$ cat src/rtl/mb8_pkg.sv
// Shared types for the radix-8 Booth multiplier.
// Digit encoding and recoding helper.
package mb8_pkg;

  localparam int WIDTH   = 8;
  localparam int NDIGITS = 3;
  localparam int PP_W    = 12;
  localparam int WIN_W   = 4;

  typedef enum logic [2:0] {
    MAG_ZERO,
    MAG_ONE,
    MAG_TWO,
    MAG_THREE,
    MAG_FOUR
  } booth_mag_e;

  typedef struct packed {
    logic       neg;
    booth_mag_e mag;
  } booth_dig_t;

  // w = {y[3i+2], y[3i+1], y[3i], y[3i-1]}
  function automatic booth_dig_t booth_encode(
    input logic [WIN_W-1:0] w
  );
    booth_dig_t d;
    d.neg = w[3] & ~(&w);
    unique case (w)
      4'b0000, 4'b1111: d.mag = MAG_ZERO;
      4'b0001, 4'b0010,
      4'b1101, 4'b1110: d.mag = MAG_ONE;
      4'b0011, 4'b0100,
      4'b1011, 4'b1100: d.mag = MAG_TWO;
      4'b0101, 4'b0110,
      4'b1001, 4'b1010: d.mag = MAG_THREE;
      4'b0111, 4'b1000: d.mag = MAG_FOUR;
      default:          d.mag = MAG_ZERO;
    endcase
    return d;
  endfunction

endpackage

$ cat src/rtl/mb8_booth_sel.sv
// Booth partial-product selector for one digit.
// Negative rows are one's complement; +1 goes out as neg.
module mb8_booth_sel
  import mb8_pkg::*;
(
  input  logic [WIN_W-1:0] win,
  input  logic [WIDTH-1:0] mx,
  input  logic [WIDTH+1:0] mx3,
  output logic [PP_W-1:0]  pp,
  output logic             neg
);

  booth_dig_t       dig;
  logic [PP_W-1:0]  mag_v;

  always_comb begin
    dig   = booth_encode(win);
    mag_v = '0;
    unique case (dig.mag)
      MAG_ONE:   mag_v = PP_W'(mx);
      MAG_TWO:   mag_v = PP_W'({mx, 1'b0});
      MAG_THREE: mag_v = PP_W'(mx3);
      MAG_FOUR:  mag_v = PP_W'({mx, 2'b00});
      default:   mag_v = '0;
    endcase
    pp  = dig.neg ? ~mag_v : mag_v;
    neg = dig.neg;
  end

endmodule

$ cat src/rtl/mb8_top.sv
// 3-stage pipelined 8x8 unsigned multiplier,
// radix-8 Booth recoding of my.
module mb8_top #(
  parameter int WIDTH = 8
) (
  input  logic               CLK,
  input  logic               RST,
  input  logic [WIDTH-1:0]   mx,
  input  logic [WIDTH-1:0]   my,
  output logic [WIDTH-1:0]   mx2,
  output logic [WIDTH-1:0]   my2,
  output logic [2*WIDTH-1:0] product
);
  import mb8_pkg::*;

  localparam int PW = 2 * WIDTH;

  logic [WIDTH-1:0]              mx2_q, mx2_d;
  logic [WIDTH-1:0]              my2_q, my2_d;
  logic [NDIGITS-1:0][PP_W-1:0]  pp_q, pp_d;
  logic [NDIGITS-1:0]            cin_q, cin_d;
  logic [PW-1:0]                 prod_q, prod_d;

  logic [WIDTH+1:0] mx3;
  logic [WIDTH+1:0] ybits;

  assign mx3   = {2'b00, mx2_q} + {1'b0, mx2_q, 1'b0};
  assign ybits = {1'b0, my2_q, 1'b0};

  for (genvar i = 0; i < NDIGITS; i++) begin : g_sel
    mb8_booth_sel u_sel (
      .win (ybits[3*i+3:3*i]),
      .mx  (mx2_q),
      .mx3 (mx3),
      .pp  (pp_d[i]),
      .neg (cin_d[i])
    );
  end

  // Top digit is never negative, so the wrapped sum is exact.
  always_comb begin
    logic [PW-1:0] acc;
    logic [PW-1:0] row;
    logic [PW-1:0] cin;
    mx2_d = mx;
    my2_d = my;
    acc   = '0;
    for (int i = 0; i < NDIGITS; i++) begin
      row = {{(PW-PP_W){pp_q[i][PP_W-1]}}, pp_q[i]};
      cin = PW'(cin_q[i]);
      acc = acc + (row << (3 * i)) + (cin << (3 * i));
    end
    prod_d = acc;
  end

  always_ff @(posedge CLK or negedge RST) begin
    if (!RST) begin
      mx2_q  <= '0;
      my2_q  <= '0;
      pp_q   <= '0;
      cin_q  <= '0;
      prod_q <= '0;
    end else begin
      mx2_q  <= mx2_d;
      my2_q  <= my2_d;
      pp_q   <= pp_d;
      cin_q  <= cin_d;
      prod_q <= prod_d;
    end
  end

  assign mx2     = mx2_q;
  assign my2     = my2_q;
  assign product = prod_q;

endmodule

$ cat config.mk
export PLATFORM = sky130hd
export DESIGN_NAME = mb8_top
export DESIGN_NICKNAME = d
export VERILOG_FILES = /design/src/rtl/mb8_pkg.sv /design/src/rtl/mb8_booth_sel.sv /design/src/rtl/mb8_top.sv
export SDC_FILE = /design/constraint.sdc
export NUM_CORES = 1
export LEC_CHECK = 0
export BUFFER_PORTS_ARGS = -buffer_cell sky130_fd_sc_hd__buf_4
export CAP_MARGIN = 20
export CORE_UTILIZATION = 55
export CTS_BUF_LIST = sky130_fd_sc_hd__clkbuf_4 sky130_fd_sc_hd__clkbuf_8
export CTS_CLUSTER_SIZE = 28
export DETAILED_ROUTE_END_ITERATION = 10
export GPL_TIMING_DRIVEN = 0
export PLACE_DENSITY = 0.76
export SYNTH_ARGS = -nofsm -noshare
export SYNTH_HDL_FRONTEND = slang
export SYNTH_HIERARCHICAL = 1
export SYNTH_SLANG_ARGS = --single-unit
$ cat constraint.sdc
create_clock -name CLK -period 3.3 [get_ports CLK]
set_input_delay 0.33 -clock CLK [delete_from_list [all_inputs] [get_ports CLK]]
set_output_delay 0.33 -clock CLK [all_outputs]
set_load 0.02 [all_outputs]
Word-level counts from Yosys, hierarchy flattened
Memories as Yosys holds them, arrays and structs flattened.
Cells that the tools add are included.
{"block": "word_totals", "regBits": 68, "mem_bits_ro": 144, "inputBits": 18, "out_inout_bits": 32, "wordCells": 37, "n_memories": 3}
{"block": "op_classes", "n_addsub": 5, "eq_ne": 12, "n_mux": 5, "bitwise": 4, "n_reduce_logical": 1}
{"name": "(no name shown)", "words": 16, "word_bits": 3, "rd": 1, "rd_clocked_by_memory_dff": 0, "write_ports": 0, "line": "mb8_pkg.sv:29", "rtl": "unique case (w)"}
{"name": "(no name shown)", "words": 16, "word_bits": 3, "rd": 1, "rd_clocked_by_memory_dff": 0, "write_ports": 0, "line": "mb8_pkg.sv:29"}
{"name": "(no name shown)", "words": 16, "word_bits": 3, "rd": 1, "rd_clocked_by_memory_dff": 0, "write_ports": 0, "line": "mb8_pkg.sv:29"}
{"operator": "10-bit case mux with 4 select lines", "n": 3}
{"operator": "12-bit 2-to-1 mux", "n": 2}
{"operator": "10-bit NOT with 12-bit output", "n": 2}
{"operator": "3-bit by 2-bit == test with 1-bit output, second input constant", "n": 6}
{"operator": "13-bit by 15-bit adder with 16-bit output", "n": 1}
{"operator": "16-bit adder", "n": 1}
{"operator": "16-bit by 4-bit adder with 16-bit output", "n": 1}
{"operator": "12-bit by 2-bit adder with 13-bit output", "n": 1}
{"operator": "8-bit by 9-bit adder with 10-bit output", "n": 1}
{"operator": "3-bit by 1-bit == test with 1-bit output, second input constant", "n": 3}
{"operator": "3-bit == test, second input constant", "n": 3}
{"operator": "4-bit AND reduction", "n": 1}
{"operator": "1-bit AND", "n": 1}
{"operator": "1-bit NOT", "n": 1}

Longest topological paths before layout
Gate-level depths: netlist of the first run.
An unclocked memory read counts as a cell.
{"block": "depth", "ltp_word": 5, "mapped_depth": 12, "ltp_nobuf": 12}

Hierarchy
Netlist of the first run, hierarchy kept.
{"mod": "mb8_top", "instances": 1, "cells_per_inst": 228, "area_each_um2": 3075.4, "seq_area_each_um2": 1726.7}
{"mod": "mb8_booth_sel", "instances": 3, "cells_per_inst": 51, "area_each_um2": 456.7, "seq_area_each_um2": 0.0}

Worst setup path before layout of the first run
OpenSTA, ideal clock, no wires.
{"block": "synth_path", "kind": "register -> register", "start": "reg mx2_q[1] (netlist: mx2[1])", "end": "reg pp_q[19] (netlist name)", "setup_time_ns": 0.080, "t_arrival_ns": 2.581, "t_required_ns": 3.220, "path_slack_ns": 0.639, "stages_incl_launch_ff": 13, "path_buffers": 0, "period_less_slack_ns": 2.661, "cell_sequence": "dfrtp_1 ha_1 inv_1 fa_1 nor2b_1 o21ai_0 nand2b_1 a21o_1 a21o_1 xnor2_1 mux2_2 a222oi_1 xnor2_1"}
{"item": "start, declared", "line": "mb8_top.sv:18", "rtl": "logic [WIDTH-1:0] mx2_q, mx2_d;"}
{"item": "start signal, assigned", "line": "mb8_top.sv:64", "rtl": "mx2_q <= mx2_d;"}
{"item": "end signal, assigned", "line": "mb8_top.sv:66", "rtl": "pp_q <= pp_d;"}
{"item": "end, declared", "line": "mb8_top.sv:20", "rtl": "logic [NDIGITS-1:0][PP_W-1:0] pp_q, pp_d;"}

==> results of run 1 <==
sequential cells by signal (all words and copies together) (netlist names):
name,flops
pp_q,34
product,16
mx2,8
my2,8
cin_q,3
cell type report:
type	instances	area, sq um	area share
multi-input cells	259	2460	0.475
clock inverters	5	60.1	0.0116
flip-flops and latches	69	1730	0.334
repair buffers	49	368	0.0711
plain buffers	15	109	0.0210
clock buffers	11	145	0.0280
inverters	47	176	0.0341
well taps	102	128	0.0247
report_power, final:
part,switching [mW],internal [mW],leakage [nW],total (mW)
Combinational,0.939,0.850,1.55,1.79
Clock,0.327,0.380,0.103,0.707
Sequential,0.0826,1.05,0.809,1.13
Total,1.35,2.28,2.46,3.63
final timing paths:
path,to,slack [ns],cells past startpoint
max reg2reg,pp_q[19],0.28,10
min reg2reg,product[0],0.48,1
max in group asynchronous,mx2[1],2.62,1
min in group asynchronous,product[3],0.10,1
min,my2[2],0.09,1
max,pp_q[19],0.28,10
worst reg2reg max path, stage by stage (launching register included):
cell	delay, ns
dfrtp_1	0.62
ha_1	0.35
nor2b_1	0.15
o21ai_0	0.16
nand2b_1	0.10
a21o_1	0.19
a21o_1	0.19
xnor2_1	0.21
mux2_2	0.30
a222oi_1	0.48
xnor2_1	0.18
metal layers:
| metal | wire length, microns | vias up | track usage |
|---|---|---|---|
| met2 | 3980 | 87 | 0.364 |
| met5 | 0 | - | 0 |
| met4 | 62 | 0 | 0.0586 |
| met1 | 3740 | 1449 | 0.281 |
| met3 | 402 | 7 | 0.0423 |
| li1 | - | 1474 | - |
per-stage QoR:
stage	cells	hold slack, ns	total power, mW	utilization	worst slack [ns]
2_1_floorplan	390	0.0344	2.50	-	0.639
3_3_place_gp	541	0.439	2.89	0.639	0.252
3_5_place_dp	541	0.440	2.93	0.639	0.232
4_1_cts	557	0.0730	3.66	0.666	0.186
5_1_grt	557	0.0641	3.92	0.666	0.115
6_report	557	0.0890	3.63	0.666	0.281
==> impl_results.md, run 1 <==
* CTS tree: built
* Fmax at 331 MHz
* Post-Synthesis Cells at 379
* Design area at 5170 sq um
* LEAKAGE at 2.46 nW
* Clock buffer depth at 2
* Cell family with most CP delay: compound AO/OA/AOI/OAI gates
* Global Route Usage Sum at 0.214
* Worst hold path type: primary input to register
* Routed Antenna Nets at 0
* Crit path launch: mx2[3]
* Worst hold start: my[2]
* Post-CTS Setup Bufs at 0
* Max rail drop VDD at 0.000304 V
* Slew @ Worst Pin at 0.830 ns
* Pin count of the biggest net entering global routing at 70
* Clock skew at 0.00726 ns
* Final hold vios at 0
* Critical Path RT at 3.56 ns
* Critical path arrival at 3.28 ns
* Vias post-DR at 3,017
* Reg2reg start: mx2[3]
* Core ar. at 7770 sq um
* CP peak stage delay at 0.62 ns
* Clk sinks at 69
* Htree depth at 3
* Detailed-route wire length per cell at 14.7 microns
* Post-route DRC at 0
* Die Width at 91.8 microns
* Slew Limit Fails at 0
* Worst path buffer plus inverter count at 0
* Num CTS Buffers at 9
* Area growth syn-to-layout at 16.8%
* 1st-iter DRT viols at 188
* Site Rows at 32
* First-pass GRT wire length at 13,900 microns
* Share of cells above drive strength 1 at 0.253
* Relative slew slack at 0.447
* Finish-stage setup viols at 0
* Clock Pin Slew Worst Setup and Hold Paths at 0.08 ns
* Vias per std cell at 5.42
* Power Dens Cells at 701 nW/um^2
* Yosys warning count at 6
* FILL cells at 611
* Initial Util at 0.570
* Ratio of final minimum period to clock period at 0.915
* Antenna cells at 0
* CTS hold repair buffers at 0
* Port Buffers at 49
* Post-DP HPWL at 5960 microns
* Crit Path Class: register to register
* Total Neg Setup Slack at 0 ns
* Die height at 91.8 microns
* Vias in the first global route at 2,996
* Unrepaired setup endpoints after global routing: no
* Critical-path maximum fanout at 12
* Clk Latency, worst-skew pair at 0.34 ns
* Die area at 8420 sq um
* GP Congestion at 0.883
* CP endpoint kind: register
* Most frequent cells in the layout: 67 x dfrtp_1, 54 x buf_4, 48 x ha_1
* DR pass1 iterations at 6
* Startpoint Class: register
* Fin crit period at 3.02 ns
* Commonest non-fill, non-tap cell in the layout: dfrtp_1
* Gr ovfl total at 0
* Area after DPL at 4970 sq um
* Initial antenna violation count at 0
* Num ports at 50
* Resize count post-CTS at 0
* CP Cell Sequence: ha_1, nor2b_1, o21ai_0, nand2b_1, a21o_1, a21o_1, xnor2_1, mux2_2, a222oi_1, xnor2_1
* Syn avg cell area at 11.7 sq um
* Crit path max-delay cell type: dfrtp_1
* Final wirelength at 8180 microns
* Status: finished, final reports clean
* Synthesized cell area at 4430 sq um
* Max Cap Viol at 0
* Nets at 528
* Root buffer cell: clkbuf_8
(Power assumes the default switching activity.)
==> run 2, diff against run 1 <==
--- a/config.mk
+++ b/config.mk
@@ -15,5 +15,4 @@
 export PLACE_DENSITY = 0.76
 export SYNTH_ARGS = -nofsm -noshare
 export SYNTH_HDL_FRONTEND = slang
-export SYNTH_HIERARCHICAL = 1
 export SYNTH_SLANG_ARGS = --single-unit
==> run 2 against run 1 <==
  * Register-to-register slack better by 0.18 ns
  * Clock skew down 0.0011 ns
  * Via count up 7.1%
  * Worst hold slack worse by 0.012 ns
  * Utilization up 1.9 points
  * Clock-buffer cell count down 1
  * Non-clock buffer count up 7
  * Global-route usage up 3.7 points
  * Sequential share of layout area up 0.24 points
  * Routed wire length up 8.6%
  * Critical endpoint is now pp_q[20]
==> impl_results.md, run 2 <==
* Num CTS Buffers at 9 (unchanged)
* Critical path arrival at 3.04 ns (-0.24 ns)
* Crit Path Class: register to register
* Worst hold path type: primary input to async pin
* Port Buffers at 49 (unchanged)
* Status: finished, final reports clean
* Startpoint Class: register
* Synthesized cell area at 4040 sq um (-8.8%)
* Switching share of power at 0.362 (-0.00937)
* Commonest non-fill, non-tap cell in the layout: dfrtp_1
* Area contributors post-synth: dfrtp_1 40%, ha_1 9.9%, xnor2_1 6.3%
* Gr ovfl total at 0 (unchanged)
* Synthesized net count at 460
* Vias in the first global route at 3,086 (+3.0%)
* 1st-iter DRT viols at 155 (-18%)
* Area leader, netlist: dfrtp_1
* Clk sinks at 64 (-7.2%)
* Die height at 87.7 microns (-4.4%)
* Post-synthesis sequential area ratio at 0.396
* EDFF count, synth at 0
* Slew @ Worst Pin at 0.773 ns (-0.0567 ns)
* Post-CTS Setup Bufs at 0 (unchanged)
* Post-synth top area share at 0.396
* Cell variety after synth at 50
* Area growth syn-to-layout at 17.8%
* Clock network fraction of total power at 0.246 (+0.051)
* Die area at 7690 sq um (-8.6%)
* Post-route DRC at 0 (unchanged)
* Max reg flops at 32 (-5.9%)
* Htree depth at 3 (unchanged)
* Detailed-route wire length per cell at 15.9 microns (+8.0%)
* Pin count of the biggest net entering global routing at 65 (-7.1%)
* Clock Pin Slew Worst Setup and Hold Paths at 0.08 ns (about the same)
* Reg2reg start: my2[2]
* Vias per std cell at 5.77 (+6.5%)
* Ratio of final minimum period to clock period at 0.860 (-0.0547)
* Count leader, synth: dfrtp_1
* GP Congestion at 0.877 (-0.60%)
* Resize count post-CTS at 0 (unchanged)
* Vias post-DR at 3,231 (+7.1%)
* Critical-path maximum fanout at 10 (-2)
* Async set-reset flop share out of synthesis at 1.00
* Fmax at 352 MHz (+6.4%)
* Nets at 520 (-1.5%)
* Top cells by count, synth: 64 x dfrtp_1, 39 x a21oi_1, 32 x ha_1, 29 x xnor2_1
* Area after DPL at 4530 sq um (-8.8%)
* Top_reg_cell synth: dfrtp_1
* CTS hold repair buffers at 0 (unchanged)
* Post-Synthesis Cells at 399 (+5.3%)
* Core ar. at 6940 sq um (-11%)
* Initial antenna violation count at 0 (unchanged)
* Max Cap Viol at 0 (unchanged)
* Power Dens Cells at 658 nW/um^2 (-6.1%)
* Antenna cells at 0 (unchanged)
* CP endpoint kind: register
* Clock skew at 0.00613 ns (-0.00113 ns)
* Most flops, register: pp_q
* Flops & latches, synth at 64
* Die Width at 87.7 microns (-4.4%)
* Num ports at 50 (unchanged)
* Net Sw Power at 1.14 mW (-16%)
* Site Rows at 30 (-6.3%)
* Unrepaired setup endpoints after global routing: no
* Share of cells above drive strength 1 at 0.164 (-0.0890)
* Critical Path RT at 3.50 ns (-0.06 ns)
* LEAKAGE at 2.12 nW (-14%)
* Yosys warning count at 0 (-6)
* Clk Latency, worst-skew pair at 0.34 ns (about the same)
* Global Route Usage Sum at 0.251 (+0.0370)
* FILL cells at 542 (-11%)
* Final core occ at 0.685 (+0.0190)
* CTS tree: built
* FF+latch area at 1600 sq um (-7.4%)
* Clock buffer depth at 2 (unchanged)
* Crit path launch: my2[2]
* Root buffer cell: clkbuf_8
* First-pass GRT wire length at 14,400 microns (+3.0%)
* Flop pwr share at 0.328 (+0.016)
* Initial Util at 0.582 (+0.0114)
* Syn avg cell area at 10.1 sq um (-13%)
* Max rail drop VDD at 0.000239 V (-21%)
* Total Neg Setup Slack at 0 ns (unchanged)
* Finish-stage setup viols at 0 (unchanged)
* DR pass1 iterations at 4 (-2)
* Most frequent cells in the layout: 64 x dfrtp_1, 50 x buf_4, 39 x a21oi_1
* Design area at 4760 sq um (-8.1%)
* Combinational power share at 0.426 (-0.067)
* Fin crit period at 2.84 ns (-0.181 ns)
* Relative slew slack at 0.484 (+0.0378)
* Pint at 2.00 mW (-12%)
* Final wirelength at 8890 microns (+8.6%)
* Area of the multi-input gates at 2260 sq um (-7.9%)
* Final hold vios at 0 (unchanged)
* Post-DP HPWL at 6460 microns (+8.3%)
* Slew Limit Fails at 0 (unchanged)
* Routed Antenna Nets at 0 (unchanged)
## run 2: kinds of logic after synthesis
logic type                 Yosys count  synth area share
and+or+nand+nor                     86             0.106
buffers and inverters               43            0.0430
adders and majority gates           43             0.154
xor gates and xnor gates            37            0.0802
muxes                               13            0.0390
DFF                                 64             0.396
AOI/OAI and AO/OA                  113             0.182
## run 2: critical path, cell delays in order (launching register included)
cell and delay (ns):
dfrtp_1 0.45, clkbuf_1 0.21, inv_1 0.25, ha_1 0.25, inv_1 0.05, mux4_2 0.46, buf_6 0.17, nor2_8 0.13
or4b_1 0.45, o211a_1 0.16, xnor2_1 0.13
## run 2: worst paths after layout
check	endpoint	slack, ns	cells past startpoint
worst max-delay path	pp_q[20]	0.46	10
worst min-delay path	product[2]	0.08	1
worst max register to register	pp_q[20]	0.46	10
worst min register to register	product[1]	0.48	1
max in group asynchronous	pp_q[21]	2.73	1
min in group CLK	my2[1]	0.10	1
## run 2: metrics by stage
step	power, mW	instances	hold WS (ns)	worst slack (ns)
global route	3.37	560	0.0715	0.283
detailed placement	2.37	544	0.440	0.484
floorplan	2.00	399	0.0344	0.777
finish	3.13	560	0.0769	0.461
global placement	2.34	544	0.439	0.568
CTS	3.15	560	0.0782	0.467
## run 2: routing by layer
layer	vias up	share of wire	track usage
met3	20	0.062	0.0509
met4	0	0.027	0.107
met2	141	0.49	0.430
li1	1548	-	-
met5	-	0	0
met1	1522	0.42	0.309
## run 2: power by group through the flow
stage	clock, mW	sequential, mW	combinational (mW)
final	0.769	1.03	1.34
after global placement	0	1.04	1.30
after detailed placement	0	1.05	1.33
after CTS	0.786	1.03	1.33
after floorplan	0	1.16	0.843
after global routing	0.829	1.05	1.49
## run 2: area by class of cell
class,count,share of cell area
buffer,22,0.0200
clock buffer,10,0.0289
clock inverter,6,0.0195
inverter,21,0.0166
multi-input combinational,292,0.476
sequential,64,0.337
tap,96,0.0252
timing repair buffer,49,0.0773
